--- config.mk ---
export PLATFORM = sky130hd
export DESIGN_NAME = uart_tx_frame
export DESIGN_NICKNAME = d
export VERILOG_FILES = /design/src/rtl/uart_tx_frame.sv
export SDC_FILE = /design/constraint.sdc
export NUM_CORES = 1
export LEC_CHECK = 0
export CAP_MARGIN = 10
export CORE_MARGIN = 10
export CORE_UTILIZATION = 51
export CTS_BUF_LIST = sky130_fd_sc_hd__clkbuf_4 sky130_fd_sc_hd__clkbuf_8 sky130_fd_sc_hd__clkbuf_16
export CTS_CLUSTER_SIZE = 30
export DETAILED_ROUTE_END_ITERATION = 8
export PLACE_DENSITY = 0.77
export REMOVE_ABC_BUFFERS = 1
export SYNTH_ARGS = -nofsm -noshare
export SYNTH_HDL_FRONTEND = slang
export SYNTH_SLANG_ARGS = --single-unit
--- constraint.sdc ---
create_clock -name CLK -period 1.85 [get_ports CLK]
set_input_delay 0.2775 -clock CLK [delete_from_list [all_inputs] [get_ports CLK]]
set_output_delay 0.2775 -clock CLK [all_outputs]
set_load 0.005 [all_outputs]
--- src/rtl/uart_tx_frame.sv ---
// UART transmit framer: start bit, LSB-first data, optional parity, stop.
// One serial bit per clock; TX_OUT and Busy are registered outputs.
module uart_tx_frame #(
  parameter int WIDTH = 8
) (
  input  logic             CLK,
  input  logic             RST,
  input  logic [WIDTH-1:0] P_DATA,
  input  logic             Data_Valid,
  input  logic             PAR_EN,
  input  logic             PAR_TYP,
  output logic             TX_OUT,
  output logic             Busy
);

  localparam int CW = $clog2(WIDTH);

  localparam logic [2:0] IDLE   = 3'd0;
  localparam logic [2:0] START  = 3'd1;
  localparam logic [2:0] DATA   = 3'd2;
  localparam logic [2:0] PARITY = 3'd3;
  localparam logic [2:0] STOP   = 3'd4;

  logic [2:0]       state;
  logic [2:0]       state_n;
  logic [CW-1:0]    cnt;
  logic [CW-1:0]    cnt_n;
  logic [WIDTH-1:0] data_q;
  logic             pen_q;
  logic             ptyp_q;
  logic             accept;
  logic             par_bit;
  logic             tx_n;
  logic             busy_n;

  assign accept  = (state == IDLE) && Data_Valid;
  assign par_bit = (^data_q) ^ ptyp_q;

  always_comb begin
    state_n = state;
    cnt_n   = cnt;
    unique case (state)
      IDLE: begin
        if (Data_Valid) state_n = START;
      end
      START: begin
        state_n = DATA;
        cnt_n   = '0;
      end
      DATA: begin
        if (cnt == CW'(WIDTH - 1)) begin
          state_n = pen_q ? PARITY : STOP;
        end else begin
          cnt_n = cnt + CW'(1);
        end
      end
      PARITY: state_n = STOP;
      STOP:   state_n = IDLE;
      default: state_n = IDLE;
    endcase
  end

  // Outputs are decoded from the next state so they leave the flops
  // in step with the state register.
  always_comb begin
    tx_n   = 1'b1;
    busy_n = (state_n != IDLE);
    unique case (state_n)
      START:  tx_n = 1'b0;
      DATA:   tx_n = data_q[cnt_n];
      PARITY: tx_n = par_bit;
      default: tx_n = 1'b1;
    endcase
  end

  always_ff @(posedge CLK or negedge RST) begin
    if (!RST) begin
      state  <= IDLE;
      cnt    <= '0;
      data_q <= '0;
      pen_q  <= 1'b0;
      ptyp_q <= 1'b0;
      TX_OUT <= 1'b1;
      Busy   <= 1'b0;
    end else begin
      state  <= state_n;
      cnt    <= cnt_n;
      TX_OUT <= tx_n;
      Busy   <= busy_n;
      if (accept) begin
        data_q <= P_DATA;
        pen_q  <= PAR_EN;
        ptyp_q <= PAR_TYP;
      end
    end
  end

endmodule

-- Word level (Yosys, flattened, before mapping)
Cells that the tools add are included.
- add/sub/neg operators: 1
- magnitude comparators: 1
- equality and inequality tests: 7
- multiplexer cells: 9
- bitwise gates (word level): 1
- reduce and logical (&&, ||, !) cells: 4
- operators with widths (operator ; number):
    == test 3 x 2 -> 1 bit (second input constant) ; 4
    2-to-1 mux 3 bit ; 4
    case mux 3 bit (4 select lines) ; 1
    XOR reduction 8 bit ; 1
    == test 3 x 1 -> 1 bit (second input constant) ; 2
    case mux 3 bit (2 select lines) ; 1
    less-than comparator 3 x 4 -> 1 bit (second input constant) ; 1
    adder 3 x 1 -> 3 bit (second input constant) ; 1
    binary-select mux 1 bit (select 3 bit) ; 1
    == test 3 bit (second input constant) ; 1
    zero test 3 bit ; 1
    case mux 1 bit (3 select lines) ; 1
    nonzero test 3 bit ; 1
    logical AND 1 bit ; 1
    2-to-1 mux 1 bit ; 1
    XOR 1 bit ; 1
- register bits after elaboration: 18
- input port bits: 13
- output and inout port bits: 2
- word-level logic and storage cells: 30

-- Longest topological paths before layout
Gate-level depths: netlist of run 1.
- depth after elaboration: 6
- depth in mapped cells: 7
- mapped depth without buffers: 7

-- Least setup slack after synthesis of run 1
No wires, ideal clock.
- path kind: register to register
- start point: register cnt[0]
- end point: register TX_OUT
- library setup time: 0.082 ns
- arrival time: 1.622 ns
- required time: 1.768 ns
- setup slack: 0.146 ns
- stages on the path, launching flop included: 8
- buffers on the path: 0
- period minus slack after synthesis: 1.704 ns
- path through: dfrtp_1 > ha_1 > a211oi_1 > mux2_2 > a22o_4 > mux2i_1 > mux2i_1 > a22oi_1
- longest elaborated chain between the ends: 6
- elaborated cells on any way between the ends: 12
- classes of those cells: 1 x add/sub; 4 x eq/ne; 7 x mux
- ends and longest elaborated chain (what ; RTL line ; text):
    start: declaration ; 26 ; logic [CW-1:0] cnt;
    start signal: assignment ; 87 ; cnt <= cnt_n;
    adder 3 x 1 -> 3 bit / == test 3 bit (equally long branches) ; 54, 51 ;
    2-to-1 mux 3 bit ; 51 ; if (cnt == CW'(WIDTH - 1)) begin
    case mux 3 bit (2 select lines) (*) ; 42 ; unique case (state)
    net cnt_n[0] ; 27 ; logic [CW-1:0] cnt_n;
    binary-select mux 1 bit (select 3 bit) (*) ; 70 ; DATA: tx_n = data_q[cnt_n];
    2-to-1 mux 1 bit (not written as such) (*) ; 70 ;
    case mux 1 bit (3 select lines) (*) ; 68 ; unique case (state_n)
    net tx_n ; 33 ; logic tx_n;
    end signal: assignment ; 88 ; TX_OUT <= tx_n;
    end: declaration ; 12 ; output logic TX_OUT,
Mark *: on every way through the listed nets, which the timed path passes. The rest lies on a longest branch. The select of a mux whose other input is x is not followed.
A chain may end at the register's enable or synchronous reset.

-- Worst setup path in the final report of run 1
- start point: register cnt[1]
- end point: register TX_OUT
- longest elaborated chain between the ends: 6
- elaborated cells on any way between the ends: 12
- classes of those cells: 1 x add/sub; 4 x eq/ne; 7 x mux
- ends and longest elaborated chain (what ; RTL line):
    adder 3 x 1 -> 3 bit / == test 3 bit (equally long branches) ; 54, 51
    2-to-1 mux 3 bit ; 51
    case mux 3 bit (2 select lines) ; 42
    binary-select mux 1 bit (select 3 bit) ; 70
    2-to-1 mux 1 bit (not written as such) ; 70
    case mux 1 bit (3 select lines) (*) ; 68
    net tx_n ; 33
Marks and branches as above.

==> flow_summary.rst, run 1 <==
.. list-table::
   :header-rows: 1

   * - Metric
     - Value
   * - Internal power component
     - 1.38 mW
   * - Initial core utilization
     - 53.8%
   * - Global-route wire length before repair
     - 2880 um
   * - Number of flops mapped to enable cells by yosys
     - 0
   * - Cell count after synthesis
     - between 70 and 80
   * - Clock tree from TritonCTS
     - yes
   * - Max Root-Sink Buffers
     - 2
   * - Portion of the post-synthesis area used by sequential elements
     - 48.1%
   * - Pwr dens
     - 1870 nW/um2
   * - Die Y-Extent
     - about 63 um
   * - Number of warning messages in the yosys log
     - 0
   * - Startpoint types
     - flop
   * - Dominant cell by count in the synthesized netlist
     - sky130_fd_sc_hd__dfrtp_1
   * - Per-cell via count in the routed design
     - ~5.3
   * - Filler Cell Count
     - about 140
   * - Number of top-level design ports
     - 15
   * - Top FF cell, synth
     - sky130_fd_sc_hd__dfrtp_1
   * - Number of antenna diodes
     - 0
   * - Clock latency of the later-clocked register in the worst-skew pair
     - 0.28 ns
   * - Iter 0 DRT Violations
     - 16
   * - Net switching fraction of the power
     - around 36%
   * - Fraction of power consumed by combinational cells
     - 53.0%
   * - Share of cells above drive strength 1
     - 26.4%
   * - Fraction of the mapped netlist area in adder cells
     - 1.33%
   * - Synth cell count leaders
     - sky130_fd_sc_hd__dfrtp_1, sky130_fd_sc_hd__mux2_2, sky130_fd_sc_hd__mux2i_1
   * - Number of failing hold endpoints at the final stage
     - 0
   * - Setup repair after global routing missed its margin
     - no
   * - Simple-gate share of the synthesized area
     - around 6.4%
   * - Via count of the first global-routing pass
     - approximately 700
   * - Routed via count
     - 612
   * - CTS hold repair buffers
     - 0
   * - Required time of the critical path
     - 2.04 ns
   * - Number of nets with antenna violations after detailed routing
     - 0
   * - Largest family of logic cells by synthesized area
     - multiplexers
   * - Storage cell area
     - 452 um2
   * - Area share of the leading cell type in the synthesized netlist
     - a little under half
   * - Compound-Gate Fraction of Synth Area
     - 12.0%
   * - Total Die Area
     - 3960 um2
   * - Total Wirelength
     - 1660 um
   * - Width of the die
     - 62.9 um
   * - Async set-or-reset flop fraction in the synthesized netlist
     - 100%
   * - Setup skew after layout
     - 0.0125 ns
   * - Clock slew seen by the registers of the worst setup and hold paths
     - 0.11 ns
   * - Worst ir drop on vdd
     - 0.00112 V
   * - Share of total power in sequential cells
     - 37.3%
   * - Grt total ovfl
     - 0
   * - Share of the synthesized netlist area taken by xor and xnor gates
     - 7.46%
   * - Clock sink count
     - 18
   * - Clock share of power
     - 9.7%
   * - Gp weighted congestion
     - 0.771
   * - Final worst path period need
     - 1.72 ns
   * - Count of standard-cell rows
     - 15
   * - CTS HTree Levels
     - 1
   * - Maximum number of pins on one net before global-route repair
     - 19
   * - DRC
     - 0
   * - Critical path data arrival time
     - around 1.9 ns
   * - Area of the multi-input gates
     - 465 um2
   * - Number of buffers created by CTS
     - 3
   * - Area delta synth->final
     - 23.4%
   * - Worst slew margin relative to its limit
     - roughly two thirds
   * - Worst hold-check path type
     - input port to async pin
   * - Fmax achieved
     - 582 MHz
   * - Overall Global Routing Usage
     - around 8.7%
   * - Netlist area before placement
     - 940 um2
   * - Final setup violation count
     - 0
   * - Post-synthesis cell type with the largest combined area
     - sky130_fd_sc_hd__dfrtp_1
   * - Final count of pins violating max slew
     - 0
   * - Cell variety after synth
     - 29
   * - CP Capture Type
     - flop
   * - WS Path Type
     - flop to flop
   * - Root Driver
     - sky130_fd_sc_hd__clkbuf_4
   * - Worst hold margin
     - 0.302 ns
   * - WL/cell
     - 14.3 um
   * - Transition time of the tightest slew-check pin
     - 0.522 ns
   * - Result of the run
     - completed
   * - Iteration count of the initial detailed-routing pass
     - 3
   * - Synth top area cells
     - sky130_fd_sc_hd__dfrtp_1, sky130_fd_sc_hd__mux2_2, sky130_fd_sc_hd__mux2i_1, sky130_fd_sc_hd__xnor2_1, sky130_fd_sc_hd__o32ai_4
   * - Half-perimeter wire length after placement
     - 1300 um
   * - Internal reg-to-reg setup slack
     - approximately 0.13 ns
   * - Post-synthesis sequential element count
     - 18
   * - Count of port buffers added during placement
     - 14
   * - Cell Count, Final, Fillers Out
     - 116
   * - Std-Cell Core Area
     - 1750 um2
   * - Static leakage
     - between 0.5 and 0.6 nW
   * - Switch Pwr
     - slightly below 0.8 mW
   * - DP Cell Count
     - 111
   * - Initial antenna violation count
     - 0
   * - Mean cell area of the mapped netlist
     - 12.9 um2
   * - Max-Cap Viols
     - 0
   * - Final worst path period share
     - 92.9%
   * - Maximum fanout encountered on the critical timing path
     - 5
   * - Multiplexer share of the synthesized area
     - 20.5%
   * - Nets
     - 106
==> power by group through the flow <==
stage / registers, mW / clock network (mW) / logic (mW)
3_3_place_gp: 0.805 / 0 / 1.09
2_1_floorplan: 0.761 / 0 / 0.903
3_5_place_dp: 0.809 / 0 / 1.13
4_1_cts: 0.804 / 0.224 / 1.14
5_1_grt: 0.844 / 0.243 / 1.26
6_report: 0.810 / 0.211 / 1.15
==> state kept, by name (all words and copies together), names as in the netlist <==
name,count
Busy,1
TX_OUT,1
state,3
data_q,8
cnt,3
ptyp_q,1
pen_q,1
==> critical path, cell delays in order (launching register included) <==
cell                       delay, ns
sky130_fd_sc_hd__dfrtp_1        0.44
sky130_fd_sc_hd__ha_4           0.20
sky130_fd_sc_hd__and4bb_1       0.22
sky130_fd_sc_hd__o32ai_4        0.19
sky130_fd_sc_hd__mux2i_1        0.24
sky130_fd_sc_hd__mux2i_1        0.09
sky130_fd_sc_hd__mux2i_1        0.14
sky130_fd_sc_hd__a22oi_1        0.10
==> area by class of cell <==
type / instances / area share [%]
timing repair buffer: 18 / 14.7
multi-input combinational: 48 / 40.1
sequential: 18 / 38.9
inverter: 3 / 0.971
clock buffer: 4 / 2.59
tap: 25 / 2.70
==> through the flow <==
step	total power [mW]	utilization (%)	TNS (ns)	setup WS, ns	instance area, um2
after floorplan	1.66	-	-0.649	-0.0721	911
after global placement	1.89	63.3	0	0.0709	1100
after detailed placement	1.94	63.3	-0.0471	-0.0471	1100
after CTS	2.17	65.3	0	0.0112	1140
after global routing	2.35	66.5	0	0.0217	1160
final	2.17	66.5	0	0.131	1160
==> what timing repair did <==
action                                 4_1_cts  5_1_grt
setup buffers                                0        1
gates resized for setup                      1        3
setup endpoints to repair                    1        1
endpoints found under the hold margin        0        0
pin swaps                                    0        2
gates cloned                                 0        0
==> cells by family after synthesis <==
group	count (synthesis)
mux	18
flops	18
compound gates	11
simple gates	10
xor+xnor	8
buf+inv	7
fa+ha+maj	1
==> placed cells by master (no fill, tap or decap) <==
cell / count
sky130_fd_sc_hd__nand4_1: 1
sky130_fd_sc_hd__o32ai_4: 1
sky130_fd_sc_hd__o21bai_1: 1
sky130_fd_sc_hd__xnor2_1: 6
sky130_fd_sc_hd__and4bb_1: 1
sky130_fd_sc_hd__or3_1: 1
sky130_fd_sc_hd__mux2i_1: 8
sky130_fd_sc_hd__clkdlybuf4s50_1: 14
sky130_fd_sc_hd__xor2_1: 2
sky130_fd_sc_hd__a22o_4: 1
sky130_fd_sc_hd__ha_4: 1
sky130_fd_sc_hd__buf_4: 4
sky130_fd_sc_hd__nand2b_1: 1
sky130_fd_sc_hd__mux2_2: 10
sky130_fd_sc_hd__a22oi_1: 1
sky130_fd_sc_hd__dfstp_2: 1
sky130_fd_sc_hd__a21boi_1: 1
sky130_fd_sc_hd__a22o_1: 1
sky130_fd_sc_hd__nor3b_1: 1
sky130_fd_sc_hd__a22o_2: 1
sky130_fd_sc_hd__nor2_1: 1
sky130_fd_sc_hd__clkbuf_4: 4
sky130_fd_sc_hd__a31oi_1: 1
sky130_fd_sc_hd__a211oi_1: 1
sky130_fd_sc_hd__dfrtp_1: 17
sky130_fd_sc_hd__inv_1: 3
sky130_fd_sc_hd__nand2_1: 2
sky130_fd_sc_hd__a211oi_2: 1
sky130_fd_sc_hd__o21ai_0: 1
sky130_fd_sc_hd__nor3_1: 2
==> path summary, 6_finish.rpt <==
| check | start | to | depth (start not counted) |
|---|---|---|---|
| setup / recovery | cnt[1] | TX_OUT | 7 |
| hold / removal | RST | cnt[1] | 2 |
| setup reg to reg | cnt[1] | TX_OUT | 7 |
| hold reg to reg | ptyp_q | ptyp_q | 1 |
| max in group asynchronous | RST | TX_OUT | 2 |
| min in group CLK | ptyp_q | ptyp_q | 1 |
==> routing by layer <==
| metal | vias to the layer above | share of wire, % | GRT usage [%] |
|---|---|---|---|
| met5 | - | 0 | 0 |
| met3 | 2 | 3.3 | 1.97 |
| met4 | 0 | 0.72 | 3.35 |
| li1 | 297 | - | - |
| met1 | 302 | 43 | 9.05 |
| met2 | 11 | 53 | 16.2 |
Power figures use the tool's default switching activity.
==> run 2, diff against run 1 <==
--- a/config.mk
+++ b/config.mk
@@ -8,8 +8,10 @@
 export CAP_MARGIN = 10
+export CELL_PAD_IN_SITES_DETAIL_PLACEMENT = 0
+export CELL_PAD_IN_SITES_GLOBAL_PLACEMENT = 1
 export CORE_MARGIN = 10
-export CORE_UTILIZATION = 51
+export CORE_UTILIZATION = 41
 export CTS_BUF_LIST = sky130_fd_sc_hd__clkbuf_4 sky130_fd_sc_hd__clkbuf_8 sky130_fd_sc_hd__clkbuf_16
-export CTS_CLUSTER_SIZE = 30
+export CTS_CLUSTER_SIZE = 10
 export DETAILED_ROUTE_END_ITERATION = 8
-export PLACE_DENSITY = 0.77
+export PLACE_DENSITY_LB_ADDON = 0.1
 export REMOVE_ABC_BUFFERS = 1
--- a/constraint.sdc
+++ b/constraint.sdc
@@ -3,2 +3,2 @@
 set_output_delay 0.2775 -clock CLK [all_outputs]
-set_load 0.005 [all_outputs]
+set_load 0.01 [all_outputs]
==> run 2 against run 1 <==
Effect of this change: utilization down 13 points; sequential share of layout area is 0.18 points lower; clock skew decreased by 0.0075 ns; total power is 1.0% higher; critical path depth unchanged; via count is 0.16% higher; critical path type unchanged.
==> flow_summary.rst, run 2 (synthesized netlist as in run 1, its figures left out) <==
.. list-table::
   :header-rows: 1

   * - Metric
     - Value
   * - Clock tree from TritonCTS
     - yes
   * - Number of top-level design ports
     - 15
   * - Clock latency of the later-clocked register in the worst-skew pair
     - 0.29 ns
   * - Number of antenna diodes
     - 0
   * - Clock share of power
     - ~11%
   * - Half-perimeter wire length after placement
     - 1290 um
   * - Static leakage
     - around 0.51 nW
   * - Gp weighted congestion
     - 0.717
   * - Grt total ovfl
     - 0
   * - Worst Setup Slack, final
     - 0.134 ns
   * - Routed via count
     - 613
   * - Global-route wire length before repair
     - 3100 um
   * - Worst setup slack before clock tree synthesis
     - 0.0127 ns
   * - Max-Cap Viols
     - 0
   * - Max Root-Sink Buffers
     - 2
   * - DRC
     - 0
   * - Width of the die
     - 67.9 um
   * - Worst hold-check path type
     - input port to async pin
   * - Per-cell via count in the routed design
     - 5.11
   * - Setup repair after global routing missed its margin
     - no
   * - Cell Count, Final, Fillers Out
     - 120
   * - Root Driver
     - sky130_fd_sc_hd__clkbuf_4
   * - Pwr dens
     - 1880 nW/um2
   * - Maximum fanout encountered on the critical timing path
     - 5
   * - Critical path data arrival time
     - 1.94 ns
   * - Via count of the first global-routing pass
     - 680
   * - WS Path Type
     - flop to flop
   * - Crit path to
     - TX_OUT
   * - Internal reg-to-reg setup slack
     - 0.13 ns
   * - Overall Global Routing Usage
     - approximately 8.8%
   * - Number of nets with antenna violations after detailed routing
     - 0
   * - Iteration count of the initial detailed-routing pass
     - 3
   * - Internal power component
     - 1.41 mW
   * - Worst setup path startpoint
     - cnt[0]
   * - Cell depth of the worst flop-to-flop path
     - 7
   * - Iter 0 DRT Violations
     - 29
   * - Final Core Density
     - 53.3%
   * - Fmax achieved
     - 583 MHz
   * - Net switching fraction of the power
     - 35.7%
   * - Total Wirelength
     - around 1700 um
   * - Total Power
     - approximately 2.2 mW
   * - Share of total power in sequential cells
     - between 30% and 40%
   * - Storage cell area
     - 453 um2
   * - Setup skew after layout
     - between 0.004 and 0.005 ns
   * - Clock sink count
     - 18
   * - Clock slew seen by the registers of the worst setup and hold paths
     - 0.10 ns
   * - Setup tns final
     - 0 ns
   * - Initial antenna violation count
     - 0
   * - Maximum number of pins on one net before global-route repair
     - 19
   * - Count of port buffers added during placement
     - 14
   * - Filler Cell Count
     - 209
   * - Final worst path period need
     - roughly 1.7 ns
   * - Initial core utilization
     - 42.9%
   * - Switch Pwr
     - 0.784 mW
   * - Required time of the critical path
     - 2.07 ns
   * - Most common cell after layout, fill and taps aside
     - sky130_fd_sc_hd__dfrtp_1
   * - DP Cell Count
     - 115
   * - Die Y-Extent
     - between 60 and 70 um
   * - CP Capture Type
     - flop
   * - Regs by FF count
     - data_q x8, cnt x3, state x3
   * - CTS HTree Levels
     - 1
   * - Final setup violation count
     - 0
   * - Fraction of power consumed by combinational cells
     - about 53%
   * - Worst slew margin relative to its limit
     - 75.3%
   * - Number of buffers created by CTS
     - 3
   * - Final count of pins violating max slew
     - 0
   * - Nets
     - roughly 110
   * - Result of the run
     - completed
   * - Startpoint types
     - flop
   * - Final worst path period share
     - a little over 90%
   * - Number of flip-flops in the largest register
     - 8
   * - FF-to-FF End
     - TX_OUT
   * - Largest Register
     - data_q
   * - Commonest cells after routing, fill and taps aside
     - sky130_fd_sc_hd__dfrtp_1, sky130_fd_sc_hd__clkdlybuf4s50_1, sky130_fd_sc_hd__mux2_2, sky130_fd_sc_hd__mux2i_1, sky130_fd_sc_hd__xnor2_1
   * - Area of the multi-input gates
     - approximately 460 um2
   * - Number of failing hold endpoints at the final stage
     - 0
   * - Origin of the critical flop-to-flop path
     - cnt[0]
   * - Std-Cell Core Area
     - 2190 um2
   * - Count of standard-cell rows
     - 17
   * - Share of cells above drive strength 1
     - between 20 and 30%
   * - Worst ir drop on vdd
     - 0.00122 V
   * - Area delta synth->final
     - 24.4%
   * - Total Die Area
     - 4610 um2
   * - WL/cell
     - 14.3 um
   * - Transition time of the tightest slew-check pin
     - 0.371 ns
==> run 2: cell types whose count changed in the layout (fill, tap and decap cells not counted) <==
cell	previous run	this run
sky130_fd_sc_hd__clkbuf_4	4	3
sky130_fd_sc_hd__dfrtp_2	0	1
sky130_fd_sc_hd__ha_4	1	0
sky130_fd_sc_hd__ha_2	0	1
sky130_fd_sc_hd__clkbuf_8	0	1
sky130_fd_sc_hd__dfrtp_1	17	16
sky130_fd_sc_hd__a21boi_1	1	0
sky130_fd_sc_hd__buf_4	4	5
sky130_fd_sc_hd__a21boi_0	0	1
==> run 2: what timing repair did <==
action / CTS / global route
cloned: 0 / 0
hold buffers: 0 / 0
buffers inserted: 0 / 1
pin swaps: 0 / 2
gates resized for setup: 1 / 2
setup endpoints to repair: 1 / 1
==> run 2: worst min-delay path by stage <==
stage | startpoint | endpoint | slack, ns | cells after the start
after floorplan | RST | Busy | -0.02 | 0
after global placement | ptyp_q | ptyp_q | 0.52 | 1
after detailed placement | ptyp_q | ptyp_q | 0.53 | 1
after CTS | RST | data_q[4] | 0.31 | 2
after global routing | RST | data_q[4] | 0.32 | 2
final | RST | data_q[4] | 0.31 | 2
==> run 2: power by group through the flow <==
stage | logic [mW] | registers (mW) | clock network [mW]
floorplan | 0.903 | 0.769 | 0
global route | 1.30 | 0.839 | 0.272
global placement | 1.13 | 0.806 | 0
CTS | 1.16 | 0.803 | 0.252
finish | 1.15 | 0.801 | 0.238
detailed placement | 1.14 | 0.808 | 0
==> run 2: final cells by class <==
class,count,area share (%)
repair buffers,19,15.2
flip-flops and latches,18,38.8
clock buffers,4,3.10
multi-input cells,48,39.0
well taps,28,3.00
inverters,3,0.964
==> run 2: critical path, cell delays in order (launching register included) <==
cell	delay, ns
sky130_fd_sc_hd__dfrtp_1	0.40
sky130_fd_sc_hd__ha_2	0.22
sky130_fd_sc_hd__a211oi_2	0.24
sky130_fd_sc_hd__mux2_2	0.21
sky130_fd_sc_hd__a22o_4	0.13
sky130_fd_sc_hd__mux2i_1	0.19
sky130_fd_sc_hd__mux2i_1	0.09
sky130_fd_sc_hd__a22oi_1	0.18
==> run 2: routing by layer <==
layer / global-route usage [%] / up-vias / share of wire, %
met5: 0 / - / 0
met4: 4.52 / 0 / 2.1
met3: 3.10 / 5 / 5.2
met2: 14.6 / 13 / 52
met1: 9.68 / 297 / 41
li1: - / 298 / -
==> run 2: per-stage QoR <==
step | hold slack (ns) | instance area [um2]
global route | 0.315 | 1170
floorplan | -0.0181 | 911
finish | 0.307 | 1170
detailed placement | 0.527 | 1120
global placement | 0.523 | 1120
CTS | 0.309 | 1160
==> run 3, diff against run 2 <==
- CORE_ASPECT_RATIO: not set -> 0.9
==> run 3 against run 2 <==
Effect of this change: clock skew grew 0.0026 ns; non-clock buffer count shrank 2; register-to-register slack is essentially flat; routed wire length grew 2.1%; critical path depth is the same; die area is essentially flat; clock-buffer cell count is the same; final area grew 0.32%; worst hold slack lost 0.0049 ns.
==> flow_summary.rst, run 3 (synthesized netlist as in run 1, its figures left out) <==
.. list-table::
   :header-rows: 1

   * - Metric
     - Value
   * - Share of cells above drive strength 1
     - roughly 29%
   * - Area delta synth->final
     - 24.8%
   * - Number of failing hold endpoints at the final stage
     - 0
   * - Largest Register
     - data_q
   * - Maximum fanout encountered on the critical timing path
     - 5
   * - Result of the run
     - completed
   * - Clock slew seen by the registers of the worst setup and hold paths
     - 0.10 ns
   * - Startpoint types
     - flop
   * - Max-Cap Viols
     - 0
   * - Filler Cell Count
     - 217
   * - Iter 0 DRT Violations
     - 43
   * - Most common cell after layout, fill and taps aside
     - sky130_fd_sc_hd__dfrtp_1
   * - Clock tree from TritonCTS
     - yes
   * - Total Die Area
     - 4610 um2
   * - Total Power
     - 2.21 mW
   * - Initial antenna violation count
     - 0
   * - Initial core utilization
     - a little over two fifths
   * - Internal reg-to-reg setup slack
     - 0.13 ns
   * - Final setup violation count
     - 0
   * - Cell Count, Final, Fillers Out
     - 117
   * - Via count of the first global-routing pass
     - 593
   * - Iteration count of the initial detailed-routing pass
     - 2
   * - Std-Cell Core Area
     - 2180 um2
   * - Post-CTS repair timing setup buffer count
     - 0
   * - Routed via count
     - about 610
   * - Per-cell via count in the routed design
     - 5.17
   * - Root Driver
     - sky130_fd_sc_hd__clkbuf_4
   * - Count of port buffers added during placement
     - 14
   * - DP Cell Count
     - 113
   * - CP Capture Type
     - flop
   * - CTS hold repair buffers
     - 0
   * - Worst Setup Slack, final
     - 0.135 ns
   * - Final count of pins violating max slew
     - 0
   * - Fmax achieved
     - about 600 MHz
   * - Number of nets with antenna violations after detailed routing
     - 0
   * - Total Wirelength
     - 1760 um
   * - Non-Filler Cell Area, Final
     - 1170 um2
   * - Static leakage
     - 0.502 nW
   * - Number of flip-flops in the largest register
     - 8
   * - WL/cell
     - between 15 and 20 um
   * - Overall Global Routing Usage
     - 7.91%
   * - Global-route wire length before repair
     - 2880 um
   * - Number of antenna diodes
     - 0
   * - Clock sink count
     - 18
   * - Grt total ovfl
     - 0
   * - Half-perimeter wire length after placement
     - about 1300 um
   * - Count of standard-cell rows
     - 16
   * - Area of the multi-input gates
     - 480 um2
   * - DRC
     - 0
   * - Number of top-level design ports
     - 15
   * - Max Root-Sink Buffers
     - 2
   * - Maximum number of pins on one net before global-route repair
     - 19
   * - Final worst path period need
     - 1.72 ns
   * - Transition time of the tightest slew-check pin
     - 0.499 ns
   * - Worst setup slack before clock tree synthesis
     - 0.0115 ns
   * - Worst slew margin relative to its limit
     - 66.5%
   * - WS Path Type
     - flop to flop
   * - Regs by FF count
     - data_q x8, cnt x3, state x3
   * - Post-Place Cell Area
     - 1110 um2
   * - Storage cell area
     - 454 um2
   * - Required time of the critical path
     - 2.05 ns
   * - Setup repair after global routing missed its margin
     - yes
   * - Setup tns final
     - 0 ns
   * - Gp weighted congestion
     - ~0.70
   * - Worst ir drop on vdd
     - 0.000931 V
   * - CTS HTree Levels
     - 1
   * - Pwr dens
     - 1880 nW/um2
   * - Critical path data arrival time
     - 1.91 ns
   * - Commonest cells after routing, fill and taps aside
     - sky130_fd_sc_hd__dfrtp_1, sky130_fd_sc_hd__clkdlybuf4s50_1, sky130_fd_sc_hd__mux2_2, sky130_fd_sc_hd__mux2i_1, sky130_fd_sc_hd__xnor2_1
   * - Nets
     - roughly 110
   * - Final worst path period share
     - 92.7%
   * - Clock latency of the later-clocked register in the worst-skew pair
     - 0.29 ns
   * - Die Y-Extent
     - approximately 65 um
   * - Width of the die
     - ~70 um
   * - Worst hold-check path type
     - input port to async pin
   * - Number of buffers created by CTS
     - 3
   * - Setup skew after layout
     - 0.00758 ns
==> run 3: stage by stage <==
step | utilization [%] | hold slack, ns
3_5_place_dp | 50.7 | 0.526
4_1_cts | 52.4 | 0.299
2_1_floorplan | - | -0.0181
6_report | 53.7 | 0.302
3_3_place_gp | 50.7 | 0.518
5_1_grt | 53.7 | 0.301
==> run 3: cell type report <==
| cell class | count | share of cell area [%] |
|---|---|---|
| inverter | 3 | 0.961 |
| clock buffer | 4 | 2.56 |
| multi-input combinational | 48 | 41.0 |
| sequential | 18 | 38.7 |
| tap | 27 | 2.88 |
| timing repair buffer | 17 | 13.9 |
==> run 3: worst max-delay path, cell delays in order (launching register included) <==
cell and delay (ns):
sky130_fd_sc_hd__dfrtp_1 0.43, sky130_fd_sc_hd__ha_4 0.20, sky130_fd_sc_hd__and4bb_1 0.23, sky130_fd_sc_hd__o32ai_4 0.19, sky130_fd_sc_hd__mux2i_1 0.24, sky130_fd_sc_hd__mux2i_1 0.09
sky130_fd_sc_hd__mux2i_1 0.14, sky130_fd_sc_hd__a22oi_1 0.10
==> run 3: metal layers <==
| layer | up-vias | wire length (um) | track usage (%) |
|---|---|---|---|
| met2 | 11 | 862 | 11.9 |
| met4 | 0 | 42 | 5.17 |
| li1 | 298 | - | - |
| met3 | 4 | 49 | 2.40 |
| met1 | 292 | 804 | 9.58 |
| met5 | - | 0 | 0 |
==> run 3: report_power, final <==
| part | switching (mW) | total, mW | leakage, nW | internal [mW] |
|---|---|---|---|---|
| sequential | 0.229 | 0.824 | 0.215 | 0.596 |
| combinational | 0.462 | 1.17 | 0.269 | 0.710 |
| clock | 0.114 | 0.213 | 0.0184 | 0.0985 |
==> run 3: worst paths after layout <==
kind                               end  cells after the start    from
worst max-delay path            TX_OUT                      7  cnt[1]
worst min-delay path             pen_q                      2     RST
worst max register to register  TX_OUT                      7  cnt[1]
worst min register to register  ptyp_q                      1  ptyp_q
max in group asynchronous       TX_OUT                      2     RST
min in group CLK                 pen_q                      3  PAR_EN
==> run 3: what timing repair did <==
action | in CTS | in global routing
setup endpoints to repair | 1 | 1
pin swaps | 0 | 3
resized for setup | 1 | 8
hold endpoints to repair | 0 | 0
